## src/rtl/led_pattern_sequencer_if.sv

```systemverilog
// -----------------------------------------------------------------------------
// led_pattern_sequencer_if
//
// Purpose : TinyTapeout-style I/O bundle for the LED pattern sequencer.
//           The user module sees every pin, including its clock and reset,
//           through this 8-in / 8-out pair.
//
// Signals : io_in[0]   clock, rising edge
//           io_in[1]   reset, synchronous, active-high
//           io_in[2]   run (1 = prescaler counts)
//           io_in[3]   advance (rising edge forces the next mode)
//           io_in[5:4] speed select 0..3
//           io_in[6]   auto (automatic mode cycling)
//           io_in[7]   reverse (direction for CHASE and FILL)
//           io_out[7:0] LED pattern
//
// Modports: master drives io_in (board / testbench side)
//           slave  drives io_out (the user module)
// -----------------------------------------------------------------------------
interface led_pattern_sequencer_if;
  logic [7:0] io_in;
  logic [7:0] io_out;

  modport master (output io_in, input io_out);
  modport slave  (input io_in, output io_out);
endinterface : led_pattern_sequencer_if

```

## src/rtl/led_pattern_sequencer.sv

```systemverilog
// -----------------------------------------------------------------------------
// led_pattern_sequencer
//
// Purpose : Drives 8 LEDs from an internal pattern register that steps
//           through four modes (CHASE, FILL, BOUNCE, LFSR). A programmable
//           prescaler sets the step rate; modes change on a rising edge of
//           the advance pin or after STEPS_PER_MODE ticks when auto is set.
//
// Ports   : tt_io (slave modport of led_pattern_sequencer_if)
//             io_in[0] clock, io_in[1] synchronous active-high reset,
//             io_in[7:2] control pins, io_out[7:0] LED pattern.
//
// Params  : SPEED_BASE     log2 of the step period at speed 0;
//                          period = 2^(SPEED_BASE + 2*speed) clocks
//           PRESCALE_W     prescaler width, >= SPEED_BASE+6
//           STEPS_PER_MODE ticks per mode before an automatic change
// -----------------------------------------------------------------------------
module led_pattern_sequencer #(
  parameter int SPEED_BASE     = 2,
  parameter int PRESCALE_W     = 10,
  parameter int STEPS_PER_MODE = 16
) (
  led_pattern_sequencer_if.slave tt_io
);

  localparam int SC_W = (STEPS_PER_MODE > 1) ? $clog2(STEPS_PER_MODE) : 1;
  localparam logic [SC_W-1:0] STEP_LAST = SC_W'(STEPS_PER_MODE - 1);

  localparam logic [7:0] ENTRY_CHASE  = 8'h01;
  localparam logic [7:0] ENTRY_FILL   = 8'h00;
  localparam logic [7:0] ENTRY_BOUNCE = 8'h01;
  localparam logic [7:0] ENTRY_LFSR   = 8'hE1;

  typedef enum logic [1:0] {
    MODE_CHASE  = 2'd0,
    MODE_FILL   = 2'd1,
    MODE_BOUNCE = 2'd2,
    MODE_LFSR   = 2'd3
  } mode_e;

  logic clk;
  logic rst;

  assign clk = tt_io.io_in[0];
  assign rst = tt_io.io_in[1];

  // ---------------------------------------------------------------------------
  // Input synchronizers: io_in[7:2] -> two flops each; advance gets a third
  // flop so a held pin produces a single one-cycle pulse.
  // ---------------------------------------------------------------------------
  logic [5:0] sync1_q;
  logic [5:0] sync2_q;
  logic       adv_prev_q;

  // NOTE: sequential state is written with non-blocking assignments so every
  // flop samples the pre-edge value of its neighbours (the synchronizer chain
  // would collapse into a single flop with blocking assignments).
  always_ff @(posedge clk) begin
    if (rst) begin
      sync1_q    <= '0;
      sync2_q    <= '0;
      adv_prev_q <= 1'b0;
    end else begin
      sync1_q    <= tt_io.io_in[7:2];
      sync2_q    <= sync1_q;
      adv_prev_q <= sync2_q[1];
    end
  end

  logic       run_s;
  logic       adv_s;
  logic [1:0] speed_s;
  logic       auto_s;
  logic       rev_s;

  assign run_s   = sync2_q[0];
  assign adv_s   = sync2_q[1];
  assign speed_s = sync2_q[3:2];
  assign auto_s  = sync2_q[4];
  assign rev_s   = sync2_q[5];

  // ---------------------------------------------------------------------------
  // State
  // ---------------------------------------------------------------------------
  mode_e                 mode_q,    mode_d;
  logic [7:0]            pattern_q, pattern_d;
  logic [PRESCALE_W-1:0] count_q,   count_d;
  logic [SC_W-1:0]       step_q,    step_d;
  logic                  bdir_q,    bdir_d;

  logic [PRESCALE_W-1:0] period_m1;
  logic                  tick;
  logic                  adv_pulse;
  logic                  mode_change;

  // Terminal count P-1. ">=" rather than "==" so that dropping the speed
  // while the counter is already past the new limit ticks at once instead
  // of wrapping the whole counter.
  assign period_m1 = (PRESCALE_W'(1) << (SPEED_BASE + 2 * int'(speed_s)))
                     - PRESCALE_W'(1);
  assign tick      = run_s && (count_q >= period_m1);
  assign adv_pulse = adv_s && !adv_prev_q;

  // An advance pulse coinciding with a tick is a single mode change; the
  // step that tick would have made is dropped.
  assign mode_change = adv_pulse || (tick && auto_s && (step_q == STEP_LAST));

  function automatic mode_e next_mode(input mode_e m);
    case (m)
      MODE_CHASE:  return MODE_FILL;
      MODE_FILL:   return MODE_BOUNCE;
      MODE_BOUNCE: return MODE_LFSR;
      default:     return MODE_CHASE;
    endcase
  endfunction

  function automatic logic [7:0] entry_pattern(input mode_e m);
    case (m)
      MODE_CHASE:  return ENTRY_CHASE;
      MODE_FILL:   return ENTRY_FILL;
      MODE_BOUNCE: return ENTRY_BOUNCE;
      default:     return ENTRY_LFSR;
    endcase
  endfunction

  // ---------------------------------------------------------------------------
  // Next-state logic
  // ---------------------------------------------------------------------------
  // NOTE: every _d signal is given its hold value first, so no path through
  // the branches below leaves a signal unassigned and no latch is inferred.
  always_comb begin
    mode_d    = mode_q;
    pattern_d = pattern_q;
    count_d   = count_q;
    step_d    = step_q;
    bdir_d    = bdir_q;

    if (mode_change) begin
      mode_d    = next_mode(mode_q);
      pattern_d = entry_pattern(next_mode(mode_q));
      count_d   = '0;
      step_d    = '0;
      bdir_d    = 1'b0;
    end else if (tick) begin
      count_d = '0;
      // Saturates when auto is off; with auto on the last value always
      // coincides with a mode change, which takes the branch above.
      step_d  = (step_q == STEP_LAST) ? step_q : step_q + SC_W'(1);

      case (mode_q)
        MODE_CHASE: begin
          pattern_d = rev_s ? {pattern_q[0], pattern_q[7:1]}
                            : {pattern_q[6:0], pattern_q[7]};
        end
        MODE_FILL: begin
          // Johnson counter: the inverted end bit is fed back, period 16.
          pattern_d = rev_s ? {~pattern_q[0], pattern_q[7:1]}
                            : {pattern_q[6:0], ~pattern_q[7]};
        end
        MODE_BOUNCE: begin
          // Direction flips on the tick that reaches an end LED, and that
          // same tick already moves one position back.
          if (!bdir_q) begin
            if (pattern_q[7]) begin
              bdir_d    = 1'b1;
              pattern_d = pattern_q >> 1;
            end else begin
              pattern_d = pattern_q << 1;
            end
          end else begin
            if (pattern_q[0]) begin
              bdir_d    = 1'b0;
              pattern_d = pattern_q << 1;
            end else begin
              pattern_d = pattern_q >> 1;
            end
          end
        end
        default: begin
          // Maximal-length taps 8,6,5,4. All-zero is a lock-up state, so
          // reseed if it is ever reached.
          if (pattern_q == 8'h00) begin
            pattern_d = ENTRY_LFSR;
          end else begin
            pattern_d = {pattern_q[6:0],
                         pattern_q[7] ^ pattern_q[5] ^ pattern_q[4] ^ pattern_q[3]};
          end
        end
      endcase
    end else if (run_s) begin
      count_d = count_q + PRESCALE_W'(1);
    end
  end

  // ---------------------------------------------------------------------------
  // State register
  // ---------------------------------------------------------------------------
  always_ff @(posedge clk) begin
    if (rst) begin
      mode_q    <= MODE_CHASE;
      pattern_q <= ENTRY_CHASE;
      count_q   <= '0;
      step_q    <= '0;
      bdir_q    <= 1'b0;
    end else begin
      mode_q    <= mode_d;
      pattern_q <= pattern_d;
      count_q   <= count_d;
      step_q    <= step_d;
      bdir_q    <= bdir_d;
    end
  end

  assign tt_io.io_out = pattern_q;

endmodule : led_pattern_sequencer

```

## src/flat_wrapper.sv

```systemverilog
// flat-port wrapper written by rule: the top's interface ports become plain ports
module led_pattern_sequencer_flat 
#(
  parameter int SPEED_BASE     = 2,
  parameter int PRESCALE_W     = 10,
  parameter int STEPS_PER_MODE = 16
)
  (tt_io_io_in, tt_io_io_out);
  led_pattern_sequencer_if tt_io_i ();
  input wire logic [$bits(tt_io_i.io_in)-1:0] tt_io_io_in;
  output wire logic [$bits(tt_io_i.io_out)-1:0] tt_io_io_out;
  assign tt_io_i.io_in = tt_io_io_in;
  assign tt_io_io_out = tt_io_i.io_out;
  led_pattern_sequencer #(.SPEED_BASE(SPEED_BASE), .PRESCALE_W(PRESCALE_W), .STEPS_PER_MODE(STEPS_PER_MODE)) u_core (.tt_io(tt_io_i));
endmodule
```

## config.mk

```make
export PLATFORM = sky130hd
export DESIGN_NAME = led_pattern_sequencer_flat
export DESIGN_NICKNAME = d
export VERILOG_FILES = /design/src/rtl/led_pattern_sequencer_if.sv /design/src/rtl/led_pattern_sequencer.sv /design/src/flat_wrapper.sv
export SDC_FILE = /design/constraint.sdc
export NUM_CORES = 1
export LEC_CHECK = 0
export ABC_AREA = 1
export CAP_MARGIN = 5
export CORE_ASPECT_RATIO = 2
export CORE_MARGIN = 1
export CORE_UTILIZATION = 56
export CTS_CLUSTER_DIAMETER = 80
export DETAILED_ROUTE_END_ITERATION = 8
export PLACE_DENSITY = 0.77
export SYNTH_ARGS = -nofsm -noshare
export SYNTH_HDL_FRONTEND = slang
export SYNTH_SLANG_ARGS = --single-unit
export TNS_END_PERCENT = 1
```

## constraint.sdc

```tcl
create_clock -name tt_io_io_in -period 4.5 [get_ports tt_io_io_in]
set_input_delay 1.125 -clock tt_io_io_in [delete_from_list [all_inputs] [get_ports tt_io_io_in]]
set_output_delay 1.125 -clock tt_io_io_in [all_outputs]
set_load 0.02 [all_outputs]
```

Yosys cells after proc, flatten, opt, wreduce, memory -nomap -nowiden
Index checks and enable logic that the tools add are counted.
{"block": "word_totals", "register_bits": 38, "inputBits": 8, "out_inout_bits": 8, "elab_cells": 55}
{"block": "classes", "addsub": 4, "n_lt_le_gt_ge": 1, "n_eq_ne": 5, "shift": 1, "n_mux": 15, "bitwise_logic": 6, "n_reduce_logical": 15}
{"operator": "$mux W8", "n": 8}
{"operator": "$shl A1 B32 Y10 const A", "n": 1}
{"operator": "$pmux W8 S3", "n": 1}
{"operator": "$pmux W8 S2", "n": 1}
{"operator": "$add A10 B1 Y10 const B", "n": 1}
{"operator": "$ge A10 B10 Y1", "n": 1}
{"operator": "$sub A10 B2 Y10 const B", "n": 1}
{"operator": "$logic_not A8 Y1", "n": 1}
{"operator": "$pmux W2 S3", "n": 1}
{"operator": "$add A2 B3 Y4 const A", "n": 1}
{"operator": "$add A4 B1 Y4 const B", "n": 1}
{"operator": "$eq A2 B1 Y1 const B", "n": 2}
{"operator": "$eq A2 B2 Y1 const B", "n": 2}
{"operator": "$eq A4 B4 Y1 const B", "n": 1}
{"operator": "$logic_and A1 B1 Y1", "n": 4}
{"operator": "$logic_not A2 Y1", "n": 2}
{"operator": "$reduce_and A2 Y1", "n": 2}
{"operator": "$reduce_or A2 Y1", "n": 2}
{"operator": "$mux W1", "n": 3}
{"operator": "$not A1 Y1", "n": 3}
{"operator": "$reduce_or A3 Y1", "n": 1}
{"operator": "$xor A1 B1 Y1", "n": 3}
{"operator": "$mux W2", "n": 1}
{"operator": "$reduce_bool A2 Y1", "n": 1}
{"operator": "2 further kinds", "n": 2}

Depth between registers and ports, before layout
Gate-level depths: netlist (run 1).
{"block": "depth", "ltp_word": 13, "ltp_mapped": 14, "depth_no_buf": 14}

Worst setup path before layout (run 1)
No wires, ideal clock.
{"block": "synth_timing", "kind": "register to register", "start": "register u_core.sync2_q[3]", "end": "register u_core.step_q[2]", "setup_time_ns": 0.117, "arrival_time_ns": 1.780, "required_ns": 4.383, "path_slack_ns": 2.603, "path_stages_with_launch": 14, "n_path_buf": 0, "synth_period_minus_slack_ns": 1.897, "path_cell_list": "dfxtp_1 > nand2_1 > inv_1 > ha_1 > ha_1 > nand2_1 > nor2_1 > nand2_1 > nand3_2 > nand2_4 > nor2_2 > nand3_1 > o21ai_0 > nor2_1"}
{"block": "synth_via", "elab_chain_len": 9, "elab_cells_between_ends": 10, "cone_classes": "add/sub (2); order compare (1); shift (1); reduce/logical (6)"}
{"element": "start: declaration", "line_no": "led_pattern_sequencer.sv:52", "source": "logic [5:0] sync2_q;"}
{"element": "start signal: assignment", "line_no": "led_pattern_sequencer.sv:65", "source": "sync2_q <= sync1_q;"}
{"element": "$add A2 B3 Y4 *", "line_no": "led_pattern_sequencer.sv:99", "source": "assign period_m1 = (PRESCALE_W'(1) << (SPEED_BASE + 2 * int'(speed_s)))"}
{"element": "$shl A1 B32 Y10 *", "line_no": "led_pattern_sequencer.sv:99"}
{"element": "$sub A10 B2 Y10 *", "line_no": "led_pattern_sequencer.sv:100", "source": "- PRESCALE_W'(1);"}
{"element": "$ge A10 B10 Y1 *", "line_no": "led_pattern_sequencer.sv:101", "source": "assign tick = run_s && (count_q >= period_m1);"}
{"element": "$logic_and A1 B1 Y1 *", "line_no": "led_pattern_sequencer.sv:101"}
{"element": "$logic_and A1 B1 Y1 (2 in series)", "line_no": "led_pattern_sequencer.sv:106", "source": "assign mode_change = adv_pulse || (tick && auto_s && (step_q == STEP_LAST));"}
{"element": "$logic_or A1 B1 Y1", "line_no": "led_pattern_sequencer.sv:106"}
{"element": "$reduce_or A2 Y1 (no line)"}
{"element": "end signal: assignment", "line_no": "led_pattern_sequencer.sv:209", "source": "step_q <= step_d;"}
{"element": "end: declaration", "line_no": "led_pattern_sequencer.sv:88", "source": "logic [SC_W-1:0] step_q, step_d;"}
Every way passes the cells marked *; elsewhere a longest branch is shown, timed or not.
A chain may end at the register's enable or synchronous reset.

==> results.ini, run 1 <==
[run_status]
outcome = complete, but fails checks
violations = negative hold slack

[final_layout]
drive_gt1_frac = 0.116
fin_nets = 366
final_common_cell = nand2_1
final_cell_mix = 69 x nand2_1, 45 x nor2_1, 44 x inv_1
diodes = 0
multi_input_area_um2 = 1220
area_delta_synth_final_pct = 24.2
fillers = 280
ff_latch_area_um2 = 761
stdcell_area_um2 = 2740

[setup_path]
required_ns = 4.72
critPathKind = clock port to flip-flop
crit_chain = clkbuf_8 -> clkbuf_8 -> clkbuf_8 -> clkinv_1 -> nand3_4 -> o21ai_0
worst_setup_path_start_kind = clock port
r2r_start = u_core.sync2_q[3]
r2r_end = u_core.tt_io.io_out[7]
worst-r2r-cell-count = 12
end_kind = flip-flop
worst-r2r-setup-slack_ns = 2.13
crit_top_cell = clkbuf_8
crit_slowest_cell = o21ai_0
arrival_ns = 3.05
max_stage_delay_ns = 0.19
worst-path-max-fanout = 13

[yosys]
yosys.cell_types.count = 33
yosysTopAreaCell = dfxtp_1
synth-seq-cells = 38
yosysSeqAreaShare = 0.345
ys_top_cells_by_area = dfxtp_1 35%, nand2_1 12%, ha_1 10%, nor2_1 7.7%, inv_1 7.5%
synth_warnings = 0
postSynthCellCount = 311
syn_area_um2 = 2200
syn_nets = 337
async_flop_share = 0
synth_top_area_frac = 0.345
synth_flop_cell = dfxtp_1
avgSynthCellArea_um2 = 7.09
synth-edff-count = 0

[placed_design]
postPlaceCellArea_um2 = 2300
io_buffers = 8
dp_hpwl_um = 3700
gp_congestion = 1.03

[detailed_routing]
routedWlPerCell_um = 13.9
drc = 0
drt_iter0_drc = 116
avgViaCountPerCell = 5.35
dr.pass1.iters = 4
wirelength_um = 5480
drtAntennaViolNets = 0
via_count = 2102

[power_and_ir_drop]
power.total_mw = 1.69
vdd_ir_drop_max_mv = 0.495
power_density_nw_per_um2 = 616
leakage_nw = 1.22

[grt]
track_usage = 0.311
grt_max_degree = 14
grt.overflow.total = 0
grt_pass1_vias = 2565
antenna_found_initial = 0
grt_pass1_wl_um = 9180

[clock_network]
cts_resized = 0
clock_sinks = 38
clk_pin_slew_ns = 0.09
post_cts_buffers = 0
clk_latency_ns = 0.30
cts_tree = yes
holdBufCountCts = 0

[timing]
finalSetupViolCount = 0
hold_viol_final = 6
drv_slew = 0
skew_ns = 0.0121
rsz0062_at_grt = no
setup_tns_ns = 0
whs_ns = -0.187

[min_path]
min_path_cells = 2
hold_end = u_core.sync1_q[3]
hold_path_class = clock port to flip-flop
hp-start = tt_io_io_in[5]

[floorplan]
start_util = 0.598
io_pins = 16
die_x_um = 46.4
core_um2 = 3680
die_area_um2 = 4210
die_y_um = 90.7
fp-row-count = 31

[job]
maxCapViolations = 0

-- worst max-delay path by stage --
| stage | start | end | slack (ns) | cells after the start |
|---|---|---|---|---|
| CTS | tt_io_io_in[1] | u_core.tt_io.io_out[3] | 1.64 | 6 |
| global placement | tt_io_io_in[1] | u_core.count_q[0] | 1.74 | 3 |
| floorplan | tt_io_io_in[1] | u_core.count_q[0] | 1.57 | 5 |
| detailed placement | tt_io_io_in[1] | u_core.count_q[0] | 1.74 | 3 |
| finish | tt_io_io_in[1] | u_core.tt_io.io_out[3] | 1.67 | 6 |
| global route | tt_io_io_in[1] | u_core.tt_io.io_out[3] | 1.54 | 6 |
-- per-stage QoR --
step | worst slack, ns | util | hold slack (ns) | instances
after detailed placement | 1.74 | 0.625 | 0.0691 | 362
after floorplan | 1.57 | - | 0.115 | 311
after CTS | 1.64 | 0.743 | -0.184 | 393
after global placement | 1.74 | 0.625 | 0.0691 | 362
final | 1.67 | 0.743 | -0.187 | 393
after global routing | 1.54 | 0.743 | -0.184 | 393
-- critical path: cells and delay by family --
kind | cells | cell delay (ns)
buffers and inverters | 4 | 0.45
AO/OA/AOI/OAI | 1 | 0.19
AND/OR/NAND/NOR | 1 | 0.15
-- metal layers --
| layer | part of all wire | GRT usage | vias up |
|---|---|---|---|
| li1 | - | - | 1039 |
| met1 | 0.34 | 0.222 | 945 |
| met2 | 0.55 | 0.443 | 82 |
| met3 | 0.048 | 0.168 | 36 |
| met4 | 0.063 | 0.429 | 0 |
| met5 | 0 | 0 | - |
-- state kept, by name (all words and copies together) (netlist names) --
| register | flops |
|---|---|
| u_core.adv_prev_q | 1 |
| u_core.tt_io.io_out | 8 |
| u_core.mode_q | 2 |
| u_core.bdir_q | 1 |
| u_core.step_q | 4 |
| u_core.count_q | 10 |
| u_core.sync1_q | 6 |
| u_core.sync2_q | 6 |
-- cell usage after synthesis, types with 3 or more instances --
| cell | n |
|---|---|
| nand3_1 | 25 |
| xor2_1 | 6 |
| inv_1 | 44 |
| o21ai_0 | 10 |
| dfxtp_1 | 38 |
| a21oi_1 | 14 |
| nor2_2 | 3 |
| a22oi_1 | 3 |
| ha_1 | 18 |
| nand2_1 | 69 |
| xnor2_1 | 3 |
| nor2_1 | 45 |
| nand3_2 | 5 |
| nand4_1 | 3 |
-- cell type report --
| class | count | area share |
|---|---|---|
| clock buffer | 18 | 0.115 |
| clock inverter | 21 | 0.0548 |
| inverter | 39 | 0.0535 |
| multi-input combinational | 220 | 0.447 |
| sequential | 38 | 0.278 |
| tap | 49 | 0.0224 |
| timing repair buffer | 8 | 0.0293 |
-- power by group --
group / switching [mW] / leakage (nW) / internal, mW
logic: 0.144 / 0.598 / 0.0866
clock network: 0.371 / 0.312 / 0.683
registers: 0.0309 / 0.314 / 0.371
-- cells by family (layout without fill, tap and decap cells) --
logic type / Yosys count / count (layout) / share of synthesized area
fa+ha+maj: 18 / 18 / 0.102
xor+xnor: 9 / 9 / 0.0358
compound gates: 36 / 36 / 0.0976
simple gates: 156 / 156 / 0.318
flops: 38 / 38 / 0.345
other cells: 1 / 1 / 0.00170
buf+inv: 53 / 86 / 0.0999
No activity file was read; power rests on OpenSTA's default activity.
==> inputs of run 2 (changes only) <==
clock period = 2.73 ns   (was 4.5 ns; I/O delays follow)
==> run 2 against run 1 <==
The flow finishes with violations (design-rule violations, negative hold slack). Combinational power rose by 70%. Critical endpoint is now tt_io_io_out[6]. Non-clock buffer count is the same. Register-to-register slack got worse by 1.5 ns. Sequential share of layout area stayed put. Sequential power up 67%.
==> results.ini, run 2 (synthesis results as in run 1) <==
[clock_network]
cts_tree = yes
clk_latency_ns = 0.30  ; about the same
clk_pin_slew_ns = 0.08  ; about the same
clock_sinks = 38  ; unchanged
post_cts_buffers = 0  ; unchanged
holdBufCountCts = 0  ; unchanged
cts_resized = 0  ; unchanged

[power_and_ir_drop]
switching_power_mw = 0.911  ; +67%
leakage_nw = 1.22  ; unchanged
power.total_mw = 2.79  ; +66%
seqPwrFrac = 0.240  ; +0.002
combPwrFrac = 0.140  ; +0.003
switching_share = 0.327  ; +0.00278
vdd_ir_drop_max_mv = 0.742  ; +50%
p_int_mw = 1.88  ; +65%
clock_power_share = 0.619  ; -0.006
power_density_nw_per_um2 = 1020  ; +66%

[floorplan]
core_um2 = 3680  ; unchanged
io_pins = 16  ; unchanged
die_x_um = 46.4  ; unchanged
start_util = 0.598  ; unchanged
die_area_um2 = 4210  ; unchanged
die_y_um = 90.7  ; unchanged
fp-row-count = 31  ; unchanged

[detailed_routing]
dr.pass1.iters = 7  ; +3
avgViaCountPerCell = 5.45  ; +2.0%
drc = 2  ; +2
routedWlPerCell_um = 14.0  ; +0.53%
wirelength_um = 5510  ; +0.53%
via_count = 2143  ; +2.0%
drt_iter0_drc = 95  ; -18%
drtAntennaViolNets = 0  ; unchanged

[setup_path]
crit_buf_inv = 1  ; -3
end_kind = output port
required_ns = 2.05  ; -2.67 ns
worst-path-max-fanout = 8  ; -5
cp_top_family = buffers and inverters
r2r_end = u_core.step_q[2]
worst-r2r-setup-slack_ns = 0.61  ; -1.52 ns
worst-r2r-cell-count = 13  ; +1
worst_setup_path_start_kind = flip-flop
crit_slowest_cell = clkdlybuf4s50_1
crit_chain = clkdlybuf4s50_1
arrival_ns = 1.52  ; -1.53 ns
max_stage_delay_ns = 0.68  ; +0.49 ns
critPathKind = flip-flop to output port
r2r_start = u_core.sync2_q[3]

[run_status]
violations = design-rule violations, negative hold slack
outcome = complete, but fails checks

[timing]
finalSetupViolCount = 0  ; unchanged
post-route-period-util = 0.807
skew_ns = 0.00557  ; -0.00649 ns
hold_viol_final = 6  ; unchanged
setup_tns_ns = 0  ; unchanged
timing.fmax_ghz = 0.454
setup_ws_ns = 0.528  ; -1.14 ns
rsz0062_at_grt = no
drv_slew = 0  ; unchanged
whs_ns = -0.185  ; +0.00159 ns
min_period_ns = 2.20

[final_layout]
multi_input_area_um2 = 1220  ; unchanged
area_delta_synth_final_pct = 24.2  ; unchanged
fin_nets = 366  ; unchanged
ff_latch_area_um2 = 761  ; unchanged
drive_gt1_frac = 0.116  ; unchanged
layout.cells.non_filler = 393  ; unchanged
diodes = 0  ; unchanged
final_common_cell = nand2_1
final_cell_mix = 69 x nand2_1, 45 x nor2_1, 44 x inv_1
regMostFlops = u_core.count_q
fillers = 289  ; +3.2%
largest_reg_flops = 10  ; unchanged
stdcell_area_um2 = 2740  ; unchanged
utilization = 0.743  ; unchanged

[placed_design]
gp_congestion = 0.917  ; -11%
preCtsSetupSlack_ns = 0.668  ; -1.08 ns
postPlaceCellArea_um2 = 2300  ; unchanged
io_buffers = 8  ; unchanged
dp_hpwl_um = 3520  ; -4.8%
place_inst = 362  ; unchanged

[min_path]
min_path_cells = 2  ; unchanged
hold_path_class = clock port to flip-flop
hp-start = tt_io_io_in[4]
hold_end = u_core.sync1_q[2]

[grt]
grt_pass1_vias = 2486  ; -3.1%
grt.overflow.total = 0  ; unchanged
track_usage = 0.301  ; -0.0102
grt_max_degree = 14  ; unchanged
antenna_found_initial = 0  ; unchanged
grt_pass1_wl_um = 8960  ; -2.4%

[job]
maxCapViolations = 0  ; unchanged

run 2: layout make-up:
class / instances / area share
multi-input cells: 220 / 0.447
flip-flops and latches: 38 / 0.278
clock buffers: 18 / 0.115
clock inverters: 21 / 0.0548
inverters: 39 / 0.0535
repair buffers: 8 / 0.0293
well taps: 49 / 0.0224
run 2: how the worst max path moves through the flow:
| stage | start | to | slack [ns] | cells past startpoint |
|---|---|---|---|---|
| after floorplan | tt_io_io_in[1] | u_core.count_q[0] | 0.68 | 5 |
| after global placement | u_core.sync2_q[3] | u_core.step_q[0] | 0.74 | 13 |
| after detailed placement | u_core.sync2_q[3] | u_core.step_q[2] | 0.67 | 13 |
| after CTS | u_core.tt_io.io_out[6] | tt_io_io_out[6] | 0.55 | 1 |
| after global routing | u_core.sync2_q[3] | u_core.step_q[2] | 0.43 | 13 |
| final | u_core.tt_io.io_out[6] | tt_io_io_out[6] | 0.53 | 1 |
run 2: per-layer routing:
layer | GRT usage | vias up | routed length [µm]
li1 | - | 1039 | -
met1 | 0.209 | 986 | 1840
met4 | 0.353 | 0 | 302
met2 | 0.461 | 86 | 3020
met3 | 0.168 | 32 | 338
met5 | 0 | - | 0
run 2: power by group through the flow:
stage	registers, mW	logic, mW	clock network (mW)
5_1_grt	0.676	0.442	1.83
6_report	0.671	0.392	1.73
2_1_floorplan	0.686	0.252	0.282
3_3_place_gp	0.682	0.371	0.191
3_5_place_dp	0.683	0.374	0.191
4_1_cts	0.668	0.385	1.76
==> inputs of run 3 (changes only) <==
CORE_UTILIZATION = 52   (was 56)
PLACE_DENSITY = 0.75   (was 0.77)
clock period = 2 ns   (was 2.73 ns; I/O delays follow)
==> run 3 against run 2 <==
The run ends with negative hold slack, negative setup slack left. Combinational power is 56% higher. Sequential power is 33% higher. Total power is 37% higher. Design area is 8.0% higher. Die area is 7.4% higher. Critical path type is now flip-flop to flip-flop. Critical endpoint is now u_core.step_q[2].
==> results.ini, run 3 (synthesis results as in run 1) <==
[run_status]
outcome = complete, but fails checks
violations = negative hold slack, negative setup slack

[floorplan]
die_y_um = 94.1  ; +3.7%
core_um2 = 4090  ; +11%
start_util = 0.539  ; -0.0590
die_area_um2 = 4520  ; +7.4%
io_pins = 16  ; unchanged
die_x_um = 48.0  ; +3.6%
fp-row-count = 33  ; +6.5%

[grt]
grt_pass1_vias = 2638  ; +6.1%
grt.overflow.total = 0  ; unchanged
grt_pass1_wl_um = 10800  ; +21%
grt_max_degree = 14  ; unchanged
antenna_found_initial = 0  ; unchanged
track_usage = 0.354  ; +0.0530

[detailed_routing]
routedWlPerCell_um = 16.9  ; +21%
drt_iter0_drc = 127  ; +34%
via_count = 2292  ; +7.0%
drc = 0  ; -2
wirelength_um = 6830  ; +24%
dr.pass1.iters = 5  ; -2
drtAntennaViolNets = 0  ; unchanged
avgViaCountPerCell = 5.67  ; +4.0%

[job]
maxCapViolations = 0  ; unchanged

[clock_network]
clk_pin_slew_ns = 0.09  ; about the same
cts_tree = yes
holdBufCountCts = 0  ; unchanged
clk_latency_ns = 0.30  ; about the same
clock_sinks = 38  ; unchanged

[setup_path]
arrival_ns = 2.23  ; +0.71 ns
end_kind = flip-flop
critPathKind = flip-flop to flip-flop
worst-r2r-cell-count = 13  ; unchanged
worst-path-max-fanout = 6  ; -2
required_ns = 2.19  ; +0.14 ns
worst_setup_path_start_kind = flip-flop

[final_layout]
regMostFlops = u_core.count_q
fin_nets = 374  ; +2.2%
drive_gt1_frac = 0.224  ; +0.108
utilization = 0.724  ; -0.0194
final_common_cell = nand2_1
largest_reg_flops = 10  ; unchanged
area_delta_synth_final_pct = 34.2
layout.cells.non_filler = 404  ; +2.8%
fillers = 278  ; -3.8%
stdcell_area_um2 = 2960  ; +8.0%
diodes = 0  ; unchanged
final_cell_mix = 63 x nand2_1, 41 x inv_1, 41 x nor2_1

[power_and_ir_drop]
clock_power_share = 0.608  ; -0.011
seqPwrFrac = 0.233  ; -0.007
p_int_mw = 2.47  ; +31%
combPwrFrac = 0.159  ; +0.019
power_density_nw_per_um2 = 1300  ; +27%
leakage_nw = 1.25  ; +2.4%
power.total_mw = 3.83  ; +37%
switching_power_mw = 1.36  ; +49%
vdd_ir_drop_max_mv = 0.942  ; +27%
switching_share = 0.355  ; +0.0288

[timing]
whs_ns = -0.182  ; +0.00370 ns
setup_ws_ns = -0.0391  ; -0.567 ns
skew_ns = 0.00855  ; +0.00298 ns
timing.fmax_ghz = 0.490
finalSetupViolCount = 16  ; +16
drv_slew = 0  ; unchanged
min_period_ns = 2.04
hold_viol_final = 6  ; unchanged
rsz0062_at_grt = yes
post-route-period-util = 1.02

[min_path]
hold_path_class = clock port to flip-flop
min_path_cells = 2  ; unchanged

[placed_design]
io_buffers = 8  ; unchanged
place_inst = 370  ; +2.2%
postPlaceCellArea_um2 = 2340  ; +1.8%
dp_hpwl_um = 3660  ; +4.1%
gp_congestion = 0.950  ; +3.6%

## run 3: cell count changes in the layout (fill, tap and decap cells not counted), moves of 4 or more
cell / previous run / this run
buf_4: 0 / 6
nand2_1: 69 / 63
nand2_2: 2 / 7
nand3_1: 25 / 20
nor2_1: 45 / 41
o21ai_0: 10 / 4
o21ai_2: 0 / 5
## run 3: final cells by class
class	count	area, µm²	area share
Sequential cell	38	763	0.258
Timing Repair Buffer	14	125	0.0423
Tap cell	52	65.1	0.0220
Multi-Input combinational cell	222	1420	0.479
Clock inverter	21	126	0.0427
Clock buffer	18	315	0.107
Inverter	39	146	0.0495
## run 3: worst paths after layout
path,slack (ns),to,start
worst min-delay path,-0.18,u_core.sync1_q[4],tt_io_io_in[6]
worst max-delay path,-0.04,u_core.step_q[2],u_core.sync2_q[3]
worst max register to register,-0.04,u_core.step_q[2],u_core.sync2_q[3]
worst min register to register,0.40,u_core.sync2_q[4],u_core.sync1_q[4]
## run 3: power by group through the flow
stage | logic, mW | clock network, mW | registers (mW)
floorplan | 0.344 | 0.385 | 0.936
global placement | 0.553 | 0.260 | 0.904
CTS | 0.578 | 2.33 | 0.885
finish | 0.610 | 2.33 | 0.892
global route | 0.677 | 2.47 | 0.894
detailed placement | 0.558 | 0.260 | 0.905
## run 3: worst max-delay path: stages (launching register included)
cell and delay, ns:
dfxtp_2 0.37, nand2_4 0.07, inv_2 0.07, ha_4 0.20, ha_4 0.26, nand2_4 0.06, nor2_4 0.14, nand2_2 0.10
nand3_4 0.17, nand2_8 0.11, nor2_4 0.15, nand3_2 0.09, o21ai_2 0.07, nor2_1 0.05
## run 3: through the flow
stage / TNS (ns) / hold WS (ns) / setup WS (ns)
finish: -0.186 / -0.182 / -0.0391
global route: -1.89 / -0.179 / -0.132
CTS: 0 / -0.175 / 0.0117
detailed placement: -0.0419 / 0.0691 / -0.0142
global placement: 0 / 0.0691 / 0.0376
floorplan: 0 / 0.115 / 0.103
## run 3: layer usage
metal	share of wire	track usage	vias to the layer above	wire, µm
met5	0	0.0769	-	0
met4	0.066	0.421	0	454
met3	0.082	0.242	52	558
met2	0.52	0.479	132	3560
met1	0.33	0.276	1046	2260
li1	-	-	1062	-
## run 3: timing repair
action,in CTS,in global routing
setup endpoints to repair,36,37
pin swaps,13,12
cloned,2,0
setup buffers,2,0
resized for setup,23,23
